<file path="src/rtl/spec_audio_pkg.sv">
// Audio width and I2S framing constants shared by the microphone receiver and
// the display-side audio ring buffer.
package spec_audio_pkg;

   localparam int AUDIO_BITS    = 18;
   localparam int I2S_SLOT_BITS = 32;
   localparam int I2S_FRAME_BITS = 2 * I2S_SLOT_BITS;
   localparam int BCNT_BITS     = $clog2(I2S_FRAME_BITS);

   typedef logic signed [AUDIO_BITS-1:0] audio_sample_t;

endpackage

</file>
<file path="src/rtl/i2s_dc_block.sv">
// First-order DC-blocking high-pass: y = x - (acc >>> DC_SHIFT), acc += y,
// with y saturated to the signed OUT_BITS range. One register stage.
module i2s_dc_block
   import spec_audio_pkg::*;
#(
   parameter int OUT_BITS = AUDIO_BITS,
   parameter int DC_SHIFT = 10
) (
   input  logic                       clk,
   input  logic                       rst,
   input  logic                       in_valid,
   input  logic signed [OUT_BITS-1:0] in_data,
   output logic                       out_valid,
   output logic signed [OUT_BITS-1:0] out_data
);

   localparam int ACC_BITS = OUT_BITS + DC_SHIFT + 1;
   localparam logic signed [ACC_BITS-1:0] Y_MAX =
      ACC_BITS'((64'sd1 <<< (OUT_BITS - 1)) - 64'sd1);
   localparam logic signed [ACC_BITS-1:0] Y_MIN = -Y_MAX - ACC_BITS'(1);

   logic signed [ACC_BITS-1:0] acc;
   logic signed [ACC_BITS-1:0] x_ext;
   logic signed [ACC_BITS-1:0] diff;
   logic signed [ACC_BITS-1:0] y_ext;
   logic signed [OUT_BITS-1:0] y_sat;

   always_comb begin
      x_ext = {{(ACC_BITS - OUT_BITS){in_data[OUT_BITS-1]}}, in_data};
      diff  = x_ext - (acc >>> DC_SHIFT);
      y_sat = diff[OUT_BITS-1:0];
      if (diff > Y_MAX) begin
         y_sat = Y_MAX[OUT_BITS-1:0];
      end else if (diff < Y_MIN) begin
         y_sat = Y_MIN[OUT_BITS-1:0];
      end
      // The accumulator integrates the saturated value so it never runs away.
      y_ext = {{(ACC_BITS - OUT_BITS){y_sat[OUT_BITS-1]}}, y_sat};
   end

   always_ff @(posedge clk) begin
      if (rst) begin
         acc       <= '0;
         out_valid <= 1'b0;
         out_data  <= '0;
      end else begin
         out_valid <= in_valid;
         if (in_valid) begin
            out_data <= y_sat;
            acc      <= acc + y_ext;
         end
      end
   end

endmodule

</file>
<file path="src/rtl/i2s_mic_rx.sv">
// I2S bus master for a MEMS microphone: SCK/WS generation, left-slot deserialiser
// and strobed sample output. Define I2S_RX_DCBLOCK_EN to insert the DC-block stage.
module i2s_mic_rx
   import spec_audio_pkg::*;
#(
   parameter int SCK_HALF  = 22,
   parameter int DATA_BITS = 24,
   parameter int OUT_BITS  = AUDIO_BITS,
   parameter int DC_SHIFT  = 10
) (
   input  logic                       CLK,
   input  logic                       RST,
   input  logic                       I2S_SD,
   output logic                       I2S_SCK,
   output logic                       I2S_WS,
   output logic signed [OUT_BITS-1:0] ADATA0,
   output logic                       ADATARDY
);

   localparam int DIV_W = $clog2(SCK_HALF);

   if (SCK_HALF < 4) begin : g_bad_sck_half
      $error("SCK_HALF must be at least 4");
   end
   if (DATA_BITS > I2S_SLOT_BITS - 1 || OUT_BITS > DATA_BITS) begin : g_bad_widths
      $error("need OUT_BITS <= DATA_BITS <= 31");
   end
   if (DC_SHIFT < 1) begin : g_bad_dc_shift
      $error("DC_SHIFT must be at least 1");
   end

   logic [DIV_W-1:0]     div;
   logic [BCNT_BITS-1:0] bcnt;
   logic [BCNT_BITS-1:0] bcnt_nxt;
   logic [1:0]           sync;
   logic [DATA_BITS-1:0] shift;
   logic                 div_last;
   logic                 sck_fall;
   logic                 in_word;
   logic                 word_done;
   logic signed [OUT_BITS-1:0] x;
   logic signed [OUT_BITS-1:0] y;
   logic                 y_vld;

   // The last CLK of the SCK high phase is both the capture point and the
   // falling edge, so one strobe drives sampling, bcnt and WS together.
   assign div_last = (div == DIV_W'(SCK_HALF - 1));
   assign sck_fall = div_last & I2S_SCK;
   assign bcnt_nxt = bcnt + BCNT_BITS'(1);
   assign in_word  = (bcnt != '0) && (bcnt <= BCNT_BITS'(DATA_BITS));
   assign x        = shift[DATA_BITS-1 -: OUT_BITS];

   always_ff @(posedge CLK) begin
      if (RST) begin
         div       <= '0;
         I2S_SCK   <= 1'b0;
         I2S_WS    <= 1'b0;
         bcnt      <= '0;
         sync      <= '0;
         shift     <= '0;
         word_done <= 1'b0;
      end else begin
         div  <= div_last ? '0 : div + DIV_W'(1);
         sync <= {sync[0], I2S_SD};
         if (div_last) begin
            I2S_SCK <= ~I2S_SCK;
         end
         if (sck_fall) begin
            bcnt   <= bcnt_nxt;
            I2S_WS <= bcnt_nxt[BCNT_BITS-1];
         end
         if (sck_fall && in_word) begin
            shift <= {shift[DATA_BITS-2:0], sync[1]};
         end
         word_done <= sck_fall && (bcnt == BCNT_BITS'(DATA_BITS));
      end
   end

`ifdef I2S_RX_DCBLOCK_EN
   i2s_dc_block #(
      .OUT_BITS (OUT_BITS),
      .DC_SHIFT (DC_SHIFT)
   ) u_dc_block (
      .clk       (CLK),
      .rst       (RST),
      .in_valid  (word_done),
      .in_data   (x),
      .out_valid (y_vld),
      .out_data  (y)
   );
`else
   assign y_vld = word_done;
   assign y     = x;
`endif

   // Output protocol: ADATARDY is a one-CLK strobe with ADATA0 valid in the same
   // cycle; there is no ready, the consumer must take every strobe. ADATA0 holds
   // its value between strobes.
   always_ff @(posedge CLK) begin
      if (RST) begin
         ADATA0   <= '0;
         ADATARDY <= 1'b0;
      end else begin
         ADATARDY <= y_vld;
         if (y_vld) begin
            ADATA0 <= y;
         end
      end
   end

endmodule

</file>
<file path="config.mk">
export PLATFORM = sky130hd
export DESIGN_NAME = i2s_mic_rx
export DESIGN_NICKNAME = d
export VERILOG_FILES = /design/src/rtl/spec_audio_pkg.sv /design/src/rtl/i2s_dc_block.sv /design/src/rtl/i2s_mic_rx.sv
export SDC_FILE = /design/constraint.sdc
export NUM_CORES = 1
export LEC_CHECK = 0
export BUFFER_PORTS_ARGS = -buffer_cell sky130_fd_sc_hd__buf_2
export CORE_ASPECT_RATIO = 1.25
export CORE_MARGIN = 8
export CORE_UTILIZATION = 30
export DETAILED_ROUTE_END_ITERATION = 6
export HOLD_SLACK_MARGIN = 0.05
export PLACE_DENSITY_LB_ADDON = 0.25
export REMOVE_ABC_BUFFERS = 1
export SYNTH_ARGS = -nofsm -noshare
export SYNTH_HDL_FRONTEND = slang
export SYNTH_HIERARCHICAL = 1
export SYNTH_SLANG_ARGS = --single-unit
</file>
<file path="constraint.sdc">
create_clock -name CLK -period 3.85 [get_ports CLK]
set_input_delay 0.385 -clock CLK [delete_from_list [all_inputs] [get_ports CLK]]
set_output_delay 0.385 -clock CLK [all_outputs]
set_load 0.03 [all_outputs]
</file>
==> flow_metrics.py <==
metrics = {
    "status": {
        "result_of_the_run": "finished, final reports clean",
    },
    "finish": {
        "fillers": 737,
        "fin_cells": 331,
        "fin_nets": 241,
        "area_of_the_multi_input_gates_um2": 1010,
        "antenna_cells": 0,
        "final-seq-area_um2": 1160,
        "layout-drive-gt1-share_pct": 18.4,
        "synthToLayoutAreaGrowth_pct": 18.3,
    },
    "critical_path": {
        "worst_path_dominant_cell_family": "buffers and inverters",
        "crit_chain": "ha_1 -> nand4b_1 -> a2111oi_4 -> buf_4 -> mux2i_1",
        "worst_ep_arrival_ps": 2290,
        "crit_type": "reg -> reg",
        "crit_fanout": 24,
        "cp_slowest_stage_delay_ps": 420,
        "critical_path_start_type": "register",
        "worst-endpoint-required_ps": 4100,
        "crit_path_top_delay_cell": "sky130_fd_sc_hd__buf_4",
        "critPathBufInv": 1,
        "setup.worst_path.end_class": "register",
    },
    "cts": {
        "postCtsSetupRepairBufs": 0,
        "htree_levels": 3,
        "clock-root-buffer": "sky130_fd_sc_hd__clkbuf_8",
        "cts_tree": "done",
        "clkLatencyLatePin_ps": 340,
        "cts_max_path_buffers": 2,
        "cts_hold_buffers": 0,
        "post_cts.resized_instances": 0,
        "numClockSinks": 58,
        "clkTransAtPathRegs_ps": 60,
        "cts_buffers": 9,
    },
    "power_and_ir_drop": {
        "static-leakage-power_nw": 0.958,
        "vdd_drop_max_uv": 189,
        "cellPowerDensity_nw_per_um2": 481,
        "total_power_mw": 1.28,
    },
    "global_route": {
        "globalRouteMet2Util_pct": 12.3,
        "gr-usage-met1_pct": 8.68,
        "grt_pass1_vias": 1451,
        "grt_max_degree": 57,
        "busiest_layer": "met2",
        "gr-usage-met3_pct": 3.44,
        "grt_first_pass_wirelength_mm": 6.69,
        "globalRoute.totalOverflow": 0,
        "grtUsageTotal_pct": 7.97,
        "grt_antenna_before_repair": 0,
    },
    "synth": {
        "post_synthesis_mean_instance_area_um2": 10.7,
        "register_area_share_after_synthesis_pct": 51.6,
        "post_synth_cell_types": 29,
        "synth_top_area_share_pct": 51.6,
        "synth_top_family_by_area": "multiplexers",
        "synth.most_common_cell": "sky130_fd_sc_hd__dfxtp_1",
        "ys.warnings.count": 6,
        "synth-edff-count": 0,
        "synth_fa_ha_area_share_pct": 2.22,
        "ys_async_sr_fraction_pct": 0,
        "synth_top_flop_cell": "sky130_fd_sc_hd__dfxtp_1",
        "synth.top_cells.by_area": "sky130_fd_sc_hd__dfxtp_1, sky130_fd_sc_hd__mux2i_1, sky130_fd_sc_hd__nand2b_1",
        "synth-seq-cells": 58,
        "synth_mux_area_share_pct": 19.2,
        "synthCells": 211,
        "netlist_top_cells_count": "sky130_fd_sc_hd__dfxtp_1, sky130_fd_sc_hd__mux2i_1, sky130_fd_sc_hd__nand2b_1",
        "synth_xor_xnor_area_share_pct": 1.17,
        "synth.cell_area_um2": 2250,
        "synthSimpleGateAreaFrac_pct": 18.6,
        "yosys.area.top_type": "sky130_fd_sc_hd__dfxtp_1",
        "synth_compound_gate_area_share_pct": 3.78,
    },
    "placed_design": {
        "number_of_instances_in_the_placed_design": 315,
        "portBuffers": 23,
        "gp_congestion": 0.685,
        "post-dp-hpwl_mm": 2.48,
    },
    "routing": {
        "avgViaCountPerCell": 4.40,
        "drt_drc_violations_left": 0,
        "vias": 1457,
        "initialDrtViolationCount": 60,
        "drt-wirelength-per-cell_um": 11.8,
        "route.antenna.remaining_nets": 0,
        "firstDrtPassIters": 6,
        "finalWirelength_mm": 3.89,
    },
    "floorplan": {
        "area_inside_the_core_boundary_um2": 7310,
        "chipWidth_um": 93.5,
        "design.portCount": 24,
        "die_area_um2": 10500,
        "initial_utilization_pct": 30.8,
        "die_span_in_y_um": 113,
        "std_cell_rows": 35,
    },
    "timing": {
        "final_worst_path_period_need_ps": 2030,
        "tightest_slew_ps": 1040,
        "unrepaired_setup_endpoints_after_global_routing": "false",
        "final-max-slew-violation-count": 0,
        "clock_skew_ps": 11.5,
        "slew_headroom_pct": 30.7,
        "fin_worst_hold_slack_ps": 266,
        "report.final.setup_viol": 0,
        "fin_tns_setup_ps": 0,
        "hold_viol": 0,
        "maxClockFrequency_mhz": 492,
        "period_share_pct": 52.8,
    },
    "hold_path": {
        "hold_path_class": "in -> reg",
    },
    "job": {
        "max_cap_viol_count": 0,
    },
}
-- area by class of cell --
type,count,area share [%]
Clock inverter,4,2.73
Multi-Input combinational cell,137,38.0
Tap cell,92,4.32
Sequential cell,58,43.6
Timing Repair Buffer,24,4.61
Clock buffer,12,6.20
Inverter,4,0.564
-- power by group --
part	leakage (nW)	switching [mW]	internal, mW
Sequential	0.468	0.00278	0.604
Clock	0.119	0.240	0.416
Combinational	0.372	0.0111	0.00807
Total	0.958	0.254	1.03
-- routing by layer --
| layer | wire length, µm | vias to the layer above |
|---|---|---|
| met2 | 1740 | 24 |
| met5 | 0 | - |
| met4 | 88 | 0 |
| met3 | 231 | 9 |
| li1 | - | 753 |
| met1 | 1830 | 671 |
-- cell families after synthesis --
logic type / count (synthesis)
and+or+nand+nor: 75
DFF: 58
muxes: 43
buffers and inverters: 16
AOI/OAI and AO/OA: 12
adders and majority gates: 4
xor gates and xnor gates: 3
-- flip-flops by register name, indices dropped and copies added (netlist names) --
name	flops
sync	2
bcnt	5
I2S_WS	1
I2S_SCK	1
word_done	1
div	5
ADATA0	18
shift	24
ADATARDY	1
-- path summary, 6_finish.rpt --
check | startpoint | to | slack [ps] | cells past startpoint
worst max-delay path | div[0] | shift[8] | 1820 | 5
worst max register to register | div[0] | shift[8] | 1820 | 5
worst min-delay path | I2S_SD | sync[0] | 270 | 2
worst min register to register | sync[0] | sync[1] | 440 | 1
-- per-stage QoR --
step,setup slack (ps),util (%),cell area [µm²]
after global routing,1630,36.4,2660
after CTS,1810,36.4,2660
after floorplan,1370,-,2190
after global placement,1900,33.2,2420
after detailed placement,1830,33.2,2420
final,1820,36.4,2660
-- placed cells by master (no fill, tap or decap) --
cell type                     n
sky130_fd_sc_hd__nor2b_1      4
sky130_fd_sc_hd__buf_2       23
sky130_fd_sc_hd__inv_1        4
sky130_fd_sc_hd__mux2_2       1
sky130_fd_sc_hd__clkinvlp_4   1
sky130_fd_sc_hd__xor2_1       2
sky130_fd_sc_hd__and4b_1      1
sky130_fd_sc_hd__nand3_1      5
sky130_fd_sc_hd__nor3_1       1
sky130_fd_sc_hd__bufinv_16    2
sky130_fd_sc_hd__buf_4        1
sky130_fd_sc_hd__nand2b_4     1
sky130_fd_sc_hd__mux2i_1     42
sky130_fd_sc_hd__or4_1        1
sky130_fd_sc_hd__nor4b_2      1
sky130_fd_sc_hd__a2111oi_4    1
sky130_fd_sc_hd__or3_1        3
sky130_fd_sc_hd__nand2_1      3
sky130_fd_sc_hd__xnor2_1      1
sky130_fd_sc_hd__nand4b_1     1
sky130_fd_sc_hd__ha_1         4
sky130_fd_sc_hd__nand4_1      2
sky130_fd_sc_hd__nand2b_1    27
sky130_fd_sc_hd__clkbuf_8    12
sky130_fd_sc_hd__and2_1       1
sky130_fd_sc_hd__nor2_1      24
sky130_fd_sc_hd__a21oi_1      6
sky130_fd_sc_hd__clkinv_2     1
sky130_fd_sc_hd__dfxtp_1     58
sky130_fd_sc_hd__o21ai_0      4
sky130_fd_sc_hd__o31ai_1      1
(Power assumes the default switching activity.)
